File: src/rtl/pipeline_control_if.sv
// Handshake bundle between the pipeline datapath and its hazard/stall sequencer.
// master = sequencer side, slave = datapath side.
interface pipeline_control_if #(
  parameter int unsigned CNT_W = 16
);
  logic             imem_resp;
  logic             dmem_access;
  logic             dmem_resp;
  logic             load_use;
  logic             br_taken;
  logic             load_pc;
  logic             pc_redirect;
  logic             br_capture;
  logic [3:0]       load_vec;
  logic [3:0]       flush_vec;
  logic [CNT_W-1:0] stall_cnt;

  modport master (
    input  imem_resp, dmem_access, dmem_resp, load_use, br_taken,
    output load_pc, pc_redirect, br_capture, load_vec, flush_vec, stall_cnt
  );

  modport slave (
    output imem_resp, dmem_access, dmem_resp, load_use, br_taken,
    input  load_pc, pc_redirect, br_capture, load_vec, flush_vec, stall_cnt
  );
endinterface

File: src/rtl/pipeline_control.sv
// Hazard/stall sequencer for the LC-3b 5-stage pipeline: stage-register load/flush,
// PC load/redirect, pending-branch hold while a fetch is outstanding, stall counter.
module pipeline_control #(
  parameter int unsigned CNT_W = 16
) (
  input  logic                clk,
  input  logic                rst_n,
  pipeline_control_if.master  bus
);

  localparam logic [CNT_W-1:0] CNT_MAX = '1;

  typedef enum logic {
    RUN           = 1'b0,
    REDIRECT_HOLD = 1'b1
  } state_e;

  state_e           state_q, state_d;
  logic [CNT_W-1:0] stall_cnt_q, stall_cnt_d;

  logic       d_stall;
  logic       count_en;
  logic       load_pc;
  logic       pc_redirect;
  logic       br_capture;
  logic [3:0] load_vec;
  logic [3:0] flush_vec;

  assign d_stall = bus.dmem_access & ~bus.dmem_resp;

  // State and stall-counter registers
  always_ff @(posedge clk or negedge rst_n) begin
    if (!rst_n) begin
      state_q     <= RUN;
      stall_cnt_q <= '0;
    end else begin
      state_q     <= state_d;
      stall_cnt_q <= stall_cnt_d;
    end
  end

  // Next state; the counter saturates rather than wrapping
  always_comb begin
    state_d     = state_q;
    stall_cnt_d = stall_cnt_q;
    case (state_q)
      RUN: begin
        if (!d_stall && bus.br_taken && !bus.imem_resp) state_d = REDIRECT_HOLD;
      end
      REDIRECT_HOLD: begin
        if (bus.imem_resp) state_d = RUN;
      end
      default: state_d = RUN;
    endcase
    if (count_en && (stall_cnt_q != CNT_MAX)) stall_cnt_d = stall_cnt_q + CNT_W'(1);
  end

  // Outputs: zero-latency decode of state and hazard inputs
  always_comb begin
    load_vec    = 4'b0000;
    flush_vec   = 4'b0000;
    load_pc     = 1'b0;
    pc_redirect = 1'b0;
    br_capture  = 1'b0;
    count_en    = 1'b0;
    if (!rst_n) begin
      flush_vec = 4'b1111;
    end else begin
      case (state_q)
        RUN: begin
          if (d_stall) begin
            // MEM is frozen, so a taken branch there simply re-presents next cycle
            count_en = 1'b1;
          end else if (bus.br_taken) begin
            load_vec  = 4'b1000;
            flush_vec = 4'b0111;
            if (bus.imem_resp) begin
              load_pc     = 1'b1;
              pc_redirect = 1'b1;
            end else begin
              br_capture = 1'b1;
              count_en   = 1'b1;
            end
          end else if (bus.load_use) begin
            load_vec  = 4'b1100;
            flush_vec = 4'b0010;
            count_en  = 1'b1;
          end else if (!bus.imem_resp) begin
            load_vec  = 4'b1111;
            flush_vec = 4'b0001;
            count_en  = 1'b1;
          end else begin
            load_vec = 4'b1111;
            load_pc  = 1'b1;
          end
        end
        REDIRECT_HOLD: begin
          // PC address held until the wrong-path fetch returns, then it is flushed
          load_vec  = 4'b1000;
          flush_vec = 4'b0111;
          if (bus.imem_resp) begin
            load_pc     = 1'b1;
            pc_redirect = 1'b1;
          end else begin
            count_en = 1'b1;
          end
        end
        default: begin
          flush_vec = 4'b1111;
        end
      endcase
    end
  end

  assign bus.load_pc     = load_pc;
  assign bus.pc_redirect = pc_redirect;
  assign bus.br_capture  = br_capture;
  assign bus.load_vec    = load_vec;
  assign bus.flush_vec   = flush_vec;
  assign bus.stall_cnt   = stall_cnt_q;

endmodule
File: src/flat_wrapper.sv
// flat-port wrapper written by rule: the top's interface ports become plain ports
module pipeline_control_flat 
#(
  parameter int unsigned CNT_W = 16
)
  (clk, rst_n, bus_imem_resp, bus_dmem_access, bus_dmem_resp, bus_load_use, bus_br_taken, bus_load_pc, bus_pc_redirect, bus_br_capture, bus_load_vec, bus_flush_vec, bus_stall_cnt);
  pipeline_control_if #(.CNT_W(CNT_W)) bus_i ();
  input  logic clk;
  input  logic rst_n;
  input wire logic [$bits(bus_i.imem_resp)-1:0] bus_imem_resp;
  input wire logic [$bits(bus_i.dmem_access)-1:0] bus_dmem_access;
  input wire logic [$bits(bus_i.dmem_resp)-1:0] bus_dmem_resp;
  input wire logic [$bits(bus_i.load_use)-1:0] bus_load_use;
  input wire logic [$bits(bus_i.br_taken)-1:0] bus_br_taken;
  output wire logic [$bits(bus_i.load_pc)-1:0] bus_load_pc;
  output wire logic [$bits(bus_i.pc_redirect)-1:0] bus_pc_redirect;
  output wire logic [$bits(bus_i.br_capture)-1:0] bus_br_capture;
  output wire logic [$bits(bus_i.load_vec)-1:0] bus_load_vec;
  output wire logic [$bits(bus_i.flush_vec)-1:0] bus_flush_vec;
  output wire logic [$bits(bus_i.stall_cnt)-1:0] bus_stall_cnt;
  assign bus_i.imem_resp = bus_imem_resp;
  assign bus_i.dmem_access = bus_dmem_access;
  assign bus_i.dmem_resp = bus_dmem_resp;
  assign bus_i.load_use = bus_load_use;
  assign bus_i.br_taken = bus_br_taken;
  assign bus_load_pc = bus_i.load_pc;
  assign bus_pc_redirect = bus_i.pc_redirect;
  assign bus_br_capture = bus_i.br_capture;
  assign bus_load_vec = bus_i.load_vec;
  assign bus_flush_vec = bus_i.flush_vec;
  assign bus_stall_cnt = bus_i.stall_cnt;
  pipeline_control #(.CNT_W(CNT_W)) u_core (.clk(clk), .rst_n(rst_n), .bus(bus_i));
endmodule
File: config.mk
export PLATFORM = sky130hd
export DESIGN_NAME = pipeline_control_flat
export DESIGN_NICKNAME = d
export VERILOG_FILES = /design/src/rtl/pipeline_control_if.sv /design/src/rtl/pipeline_control.sv /design/src/flat_wrapper.sv
export SDC_FILE = /design/constraint.sdc
export NUM_CORES = 1
export LEC_CHECK = 0
export CAP_MARGIN = 40
export CELL_PAD_IN_SITES_DETAIL_PLACEMENT = 0
export CELL_PAD_IN_SITES_GLOBAL_PLACEMENT = 1
export CORE_ASPECT_RATIO = 1.25
export CORE_MARGIN = 5
export CORE_UTILIZATION = 41
export CTS_CLUSTER_SIZE = 40
export DETAILED_ROUTE_END_ITERATION = 10
export DONT_BUFFER_PORTS = 1
export GPL_TIMING_DRIVEN = 0
export PLACE_DENSITY = 0.74
export SYNTH_ARGS = -nofsm -noshare
export SYNTH_HDL_FRONTEND = slang
export SYNTH_SLANG_ARGS = --single-unit
File: constraint.sdc
create_clock -name clk -period 1.7 [get_ports clk]
set_clock_uncertainty 0.05 [all_clocks]
set_input_delay 0.255 -clock clk [delete_from_list [all_inputs] [get_ports clk]]
set_output_delay 0.255 -clock clk [all_outputs]
set_load 0.03 [all_outputs]
==> Yosys cells after proc, flatten, opt, wreduce, memory -nomap -nowiden <==
Index checks and enable logic that the tools add are counted.
{ "word_totals": {"regBits": 17, "latch_bits": 0, "ram_bits": 0, "mem_bits_ro": 0, "inputBits": 7, "out_inout_bits": 27, "wordCells": 45, "memories": 0} }
{ "op_classes": {"n_addsub": 1, "mul": 0, "div_mod_pow": 0, "order_cmp": 0, "eq_ne": 1, "shifts": 0, "muxes": 33, "bitwise": 3, "n_reduce_logical": 5} }
{ "ops": {"columns": ["operator", "count"], "rows": [
  ["4-bit two-way mux", 7],
  ["1-bit two-way mux", 19],
  ["16-bit by 1-bit adder with 16-bit output, second input constant", 1],
  ["16-bit inequality test, second input constant", 1],
  ["4-bit one-hot mux with 2 select lines", 2],
  ["1-bit one-hot mux with 2 select lines", 4],
  ["1-bit logical AND", 3],
  ["1-bit zero test", 2],
  ["2-bit two-way mux", 1],
  ["1-bit NOT", 2],
  ["1-bit bitwise AND", 1]
]} }

==> Depth between registers and ports, before layout <==
Gate-level depths: netlist of run 1.
{ "depth": {"depth_word": 7, "depth_mapped": 6, "ltp_nobuf": 6} }

==> Worst setup path before layout of run 1 <==
No wires, ideal clock.
{ "synth_path": {"kind": "flip-flop to output port", "from": "register u_core.state_q", "to": "output port bus_load_vec[1]", "arrival_time_ps": 1716, "t_required_ps": 1395, "slack_ps": -321, "stages_incl_launch_ff": 5, "path_buffers": 1, "cell_sequence": "dfrtp_1 > and2b_2 > nand2_1 > nor3_1 > buf_4"} }
{ "synth_via": {"elab_chain_len": 3} }
{ "synth_rtl": {"columns": ["item", "line", "rtl"], "rows": [
  ["start, declared", "pipeline_control.sv:18", "state_e state_q, state_d;"],
  ["start signal, assigned", "pipeline_control.sv:37", "state_q <= state_d;"],
  ["1-bit NOT", "pipeline_control.sv:69", "case (state_q)"],
  ["4-bit one-hot mux with 2 select lines (*)", "pipeline_control.sv:69", null],
  ["4-bit two-way mux (*)", "pipeline_control.sv:66", "if (!rst_n) begin"],
  ["end, declared", "flat_wrapper.sv:18", "output wire logic [$bits(bus_i.load_vec)-1:0] bus_load_vec;"]
]} }
Mark *: on every way between the ends. The rest lies on a longest branch, timed or not.

==> Final worst setup path of run 1 <==
Same ends and word-level chain as after synthesis.

==> key figures, run 1 <==
Pwr
  – Pleak: 0.000470 µW
  – Max VDD drop: 0.714 mV
  – Power per cell area: 1090 nW/µm²
  – Total power: 1320 µW

Timing
  – Fmax achieved: 545 MHz
  – Slew at the pin with the worst max-slew slack: roughly 0.79 ns
  – Pins Over Slew Limit: 0
  – Normalized max-slew margin: 0.469
  – Hold Fails Final Rpt: 0
  – Setup TNS: -0.357 ns
  – PnR worst setup slack: -0.136 ns
  – Final setup vio count: 5
  – Fin crit share: 1.08
  – Tmin final: around 1.8 ns
  – Unrepaired setup endpoints after global routing: true

Route
  – # DRC: 0
  – Vias per std cell: roughly 5.4
  – Routed wire per std cell: around 16 µm
  – Routed Antenna Nets: 0
  – Drt pass-1 iters: 3
  – Via count: roughly 750
  – WL final: 2140 µm
  – Initial drt markers: 10

Outcome
  – Failing checks: negative setup slack
  – Outcome: complete, but fails checks

Yosys
  – YS warnings: 0
  – Largest family of logic cells by synthesized area: simple AND/OR/NAND/NOR gates
  – Mapped Nets: ~100
  – Synth Area in XOR/XNOR: 0.136
  – Post-synthesis mux area share: 0.0155
  – Top post-synthesis cells by area: dfrtp_1 (44%), xnor2_1 (13%), nand4_1 (5.2%)
  – Synth Area in Simple Gates: 0.318
  – Unique cell type count in the Yosys netlist: 31
  – Cells after synthesis: 95
  – Yosys top cell area share: 0.439
  – Mapped Area: 968 µm²
  – Register bit total from synthesis: 17
  – Compound-Gate Fraction of Synth Area: 0.0672
  – Avg Synthesized Cell Area: 10.2 µm²
  – Adder-cell share of the synthesized area: 0.0129
  – Dominant cell type by area after synthesis: dfrtp_1
  – Post-synthesis sequential area ratio: 0.439

Clocking
  – H-Tree Level Count: 1
  – Reg clk slew, reported paths: about 0.10 ns
  – Clk buf depth: 2
  – CTS tree: built
  – CTS buffer count: 3
  – CTS sink cnt: 17
  – Clk_lat worst skew: between 0.2 and 0.3 ns
  – Clock root cell: clkbuf_4

Floorplanning
  – Die H: approximately 64 µm
  – Core Area: 2230 µm²
  – I/O pin cnt: 34
  – Starting Density: 0.433
  – Die ar.: about 3400 µm²
  – Core Rows: 19
  – Die Wd: between 50 and 60 µm

Global routing
  – Vias in the first global route: approximately 800
  – Grt total ovfl: 0
  – First-pass GRT wire length: between 3000 and 4000 µm
  – Gr usage total: 0.134
  – Initial antenna violation count: 0
  – Pin count of the biggest net entering global routing: 18

Finish
  – Layout cells sized above 1: 0.411
  – Multi-input logic area: approximately 600 µm²
  – # fillers: approximately 220
  – Sequential cell area: around 440 µm²
  – Layout net count: about 120
  – Most frequent cells in the layout: xnor2_1 (14), dfrtp_2 (14), nand2_1 (11)
  – Area delta synth->final: 24.5%
  – # diodes: 0

Placed design
  – HPWL after DPL: between 1500 and 2000 µm
  – PortBufs: 0
  – Placer's final routability congestion estimate: between 0.6 and 0.7

Critical path
  – Worst setup path category: flip-flop to output port
  – Crit path launch type: flip-flop
  – Critical Path RT: ~1.4 ns
  – Reg2reg setup slack: -0.06 ns
  – CP Max Fanout: 3
  – Worst Path Arrival: roughly 1.5 ns
  – Crit end category: output port

Flow run
  – Max cap viols: 0

Hold path
  – Hold crit path type: input pin to flip-flop
==> flip-flops by register name (all words and copies together), names as in the netlist <==
register              flops
u_core.bus.stall_cnt     16
u_core.state_q            1
==> through the flow <==
step / setup slack (ns) / instance area, µm² / hold WS [ns] / std cells / utilization
after global placement: -0.121 / 1020 / -0.0898 / 126 / 0.456
final: -0.136 / 1210 / 0.0869 / 138 / 0.540
after detailed placement: -0.157 / 1020 / -0.0897 / 127 / 0.459
after global routing: -0.220 / 1210 / 0.107 / 138 / 0.540
after CTS: -0.187 / 1160 / 0.0896 / 137 / 0.520
after floorplan: -0.0259 / 981 / -0.0906 / 95 / -
==> repair_timing <==
item	in CTS	in global routing
setup buffers	4	1
pin swaps	3	6
hold buffers	2	0
endpoints found under the setup margin	17	18
gates resized for setup	19	8
endpoints found under the hold margin	18	0
==> routing by layer <==
| metal | GRT usage | wire (µm) | vias to the layer above | part of all wire |
|---|---|---|---|---|
| met5 | 0 | 0 | - | 0 |
| met4 | 0.0671 | 33 | 0 | 0.015 |
| met3 | 0.0372 | 205 | 4 | 0.096 |
| met2 | 0.233 | 1090 | 28 | 0.51 |
| met1 | 0.144 | 819 | 368 | 0.38 |
| li1 | - | - | 351 | - |
==> cell usage after synthesis (all sizes together) <==
cell type / count
a2111oi: 1
ha: 1
nand2b: 2
nor3: 2
and3: 2
nand4: 10
mux2: 1
and4: 1
and2: 1
nor2: 12
xor2: 1
nand3: 3
dfrtp: 17
nand2: 13
inv: 1
a21oi: 3
xnor2: 14
nor2b: 2
nor3b: 1
buf: 1
o21ai: 3
nor4: 1
and2b: 2
==> critical path: stages, from the launching register on <==
cell,delay [ns]
dfrtp_1,0.38
and2b_2,0.25
nand2_4,0.07
nor3_4,0.34
buf_6,0.20
==> path summary, 6_finish.rpt <==
| path | startpoint | endpoint | cells after the start |
|---|---|---|---|
| worst max-delay path | u_core.state_q | bus_load_vec[1] | 4 |
| worst min-delay path | bus_br_taken | u_core.state_q | 2 |
| worst max register to register | u_core.state_q | u_core.bus.stall_cnt[14] | 7 |
| worst min register to register | u_core.bus.stall_cnt[15] | u_core.bus.stall_cnt[15] | 1 |
| max in group asynchronous | rst_n | u_core.bus.stall_cnt[2] | 1 |
| min in group asynchronous | rst_n | u_core.state_q | 1 |
==> final cells by class <==
class                           count  area share
Sequential cell                    17       0.367
Clock buffer                        4      0.0218
Multi-Input combinational cell     76       0.512
Buffer                              1     0.00934
Timing Repair Buffer                8      0.0539
Inverter                            1     0.00311
Tap cell                           31      0.0322
==> power by group <==
part	internal [µW]	switching, µW	total, µW
Combinational	163	142	305
Sequential	489	302	790
Clock	91.4	130	221
==> kinds of logic (layout without fill, tap and decap cells) <==
family | count (synthesis) | in the layout
fa+ha+maj | 1 | 1
simple gates | 52 | 52
compound gates | 7 | 7
xor+xnor | 15 | 15
mux | 1 | 1
buf+inv | 2 | 14
flops | 17 | 17
(Power assumes the default switching activity.)
==> run 2: changes to the inputs <==
--- a/config.mk
+++ b/config.mk
@@ -16,6 +16,7 @@
 export DONT_BUFFER_PORTS = 1
 export GPL_TIMING_DRIVEN = 0
 export PLACE_DENSITY = 0.74
+export SKIP_LAST_GASP = 1
 export SYNTH_ARGS = -nofsm -noshare
 export SYNTH_HDL_FRONTEND = slang
 export SYNTH_SLANG_ARGS = --single-unit
==> results of run 2 <==
Same layout as run 1: the final DEF is identical, and so are final timing and power.
==> run 3: changes to the inputs <==
--- a/config.mk
+++ b/config.mk
@@ -11,7 +11,6 @@
 export CORE_ASPECT_RATIO = 1.25
 export CORE_MARGIN = 5
 export CORE_UTILIZATION = 41
-export CTS_CLUSTER_SIZE = 40
 export DETAILED_ROUTE_END_ITERATION = 10
 export DONT_BUFFER_PORTS = 1
 export GPL_TIMING_DRIVEN = 0
==> results of run 3 <==
Same layout as run 1: the final DEF is identical, and so are final timing and power.
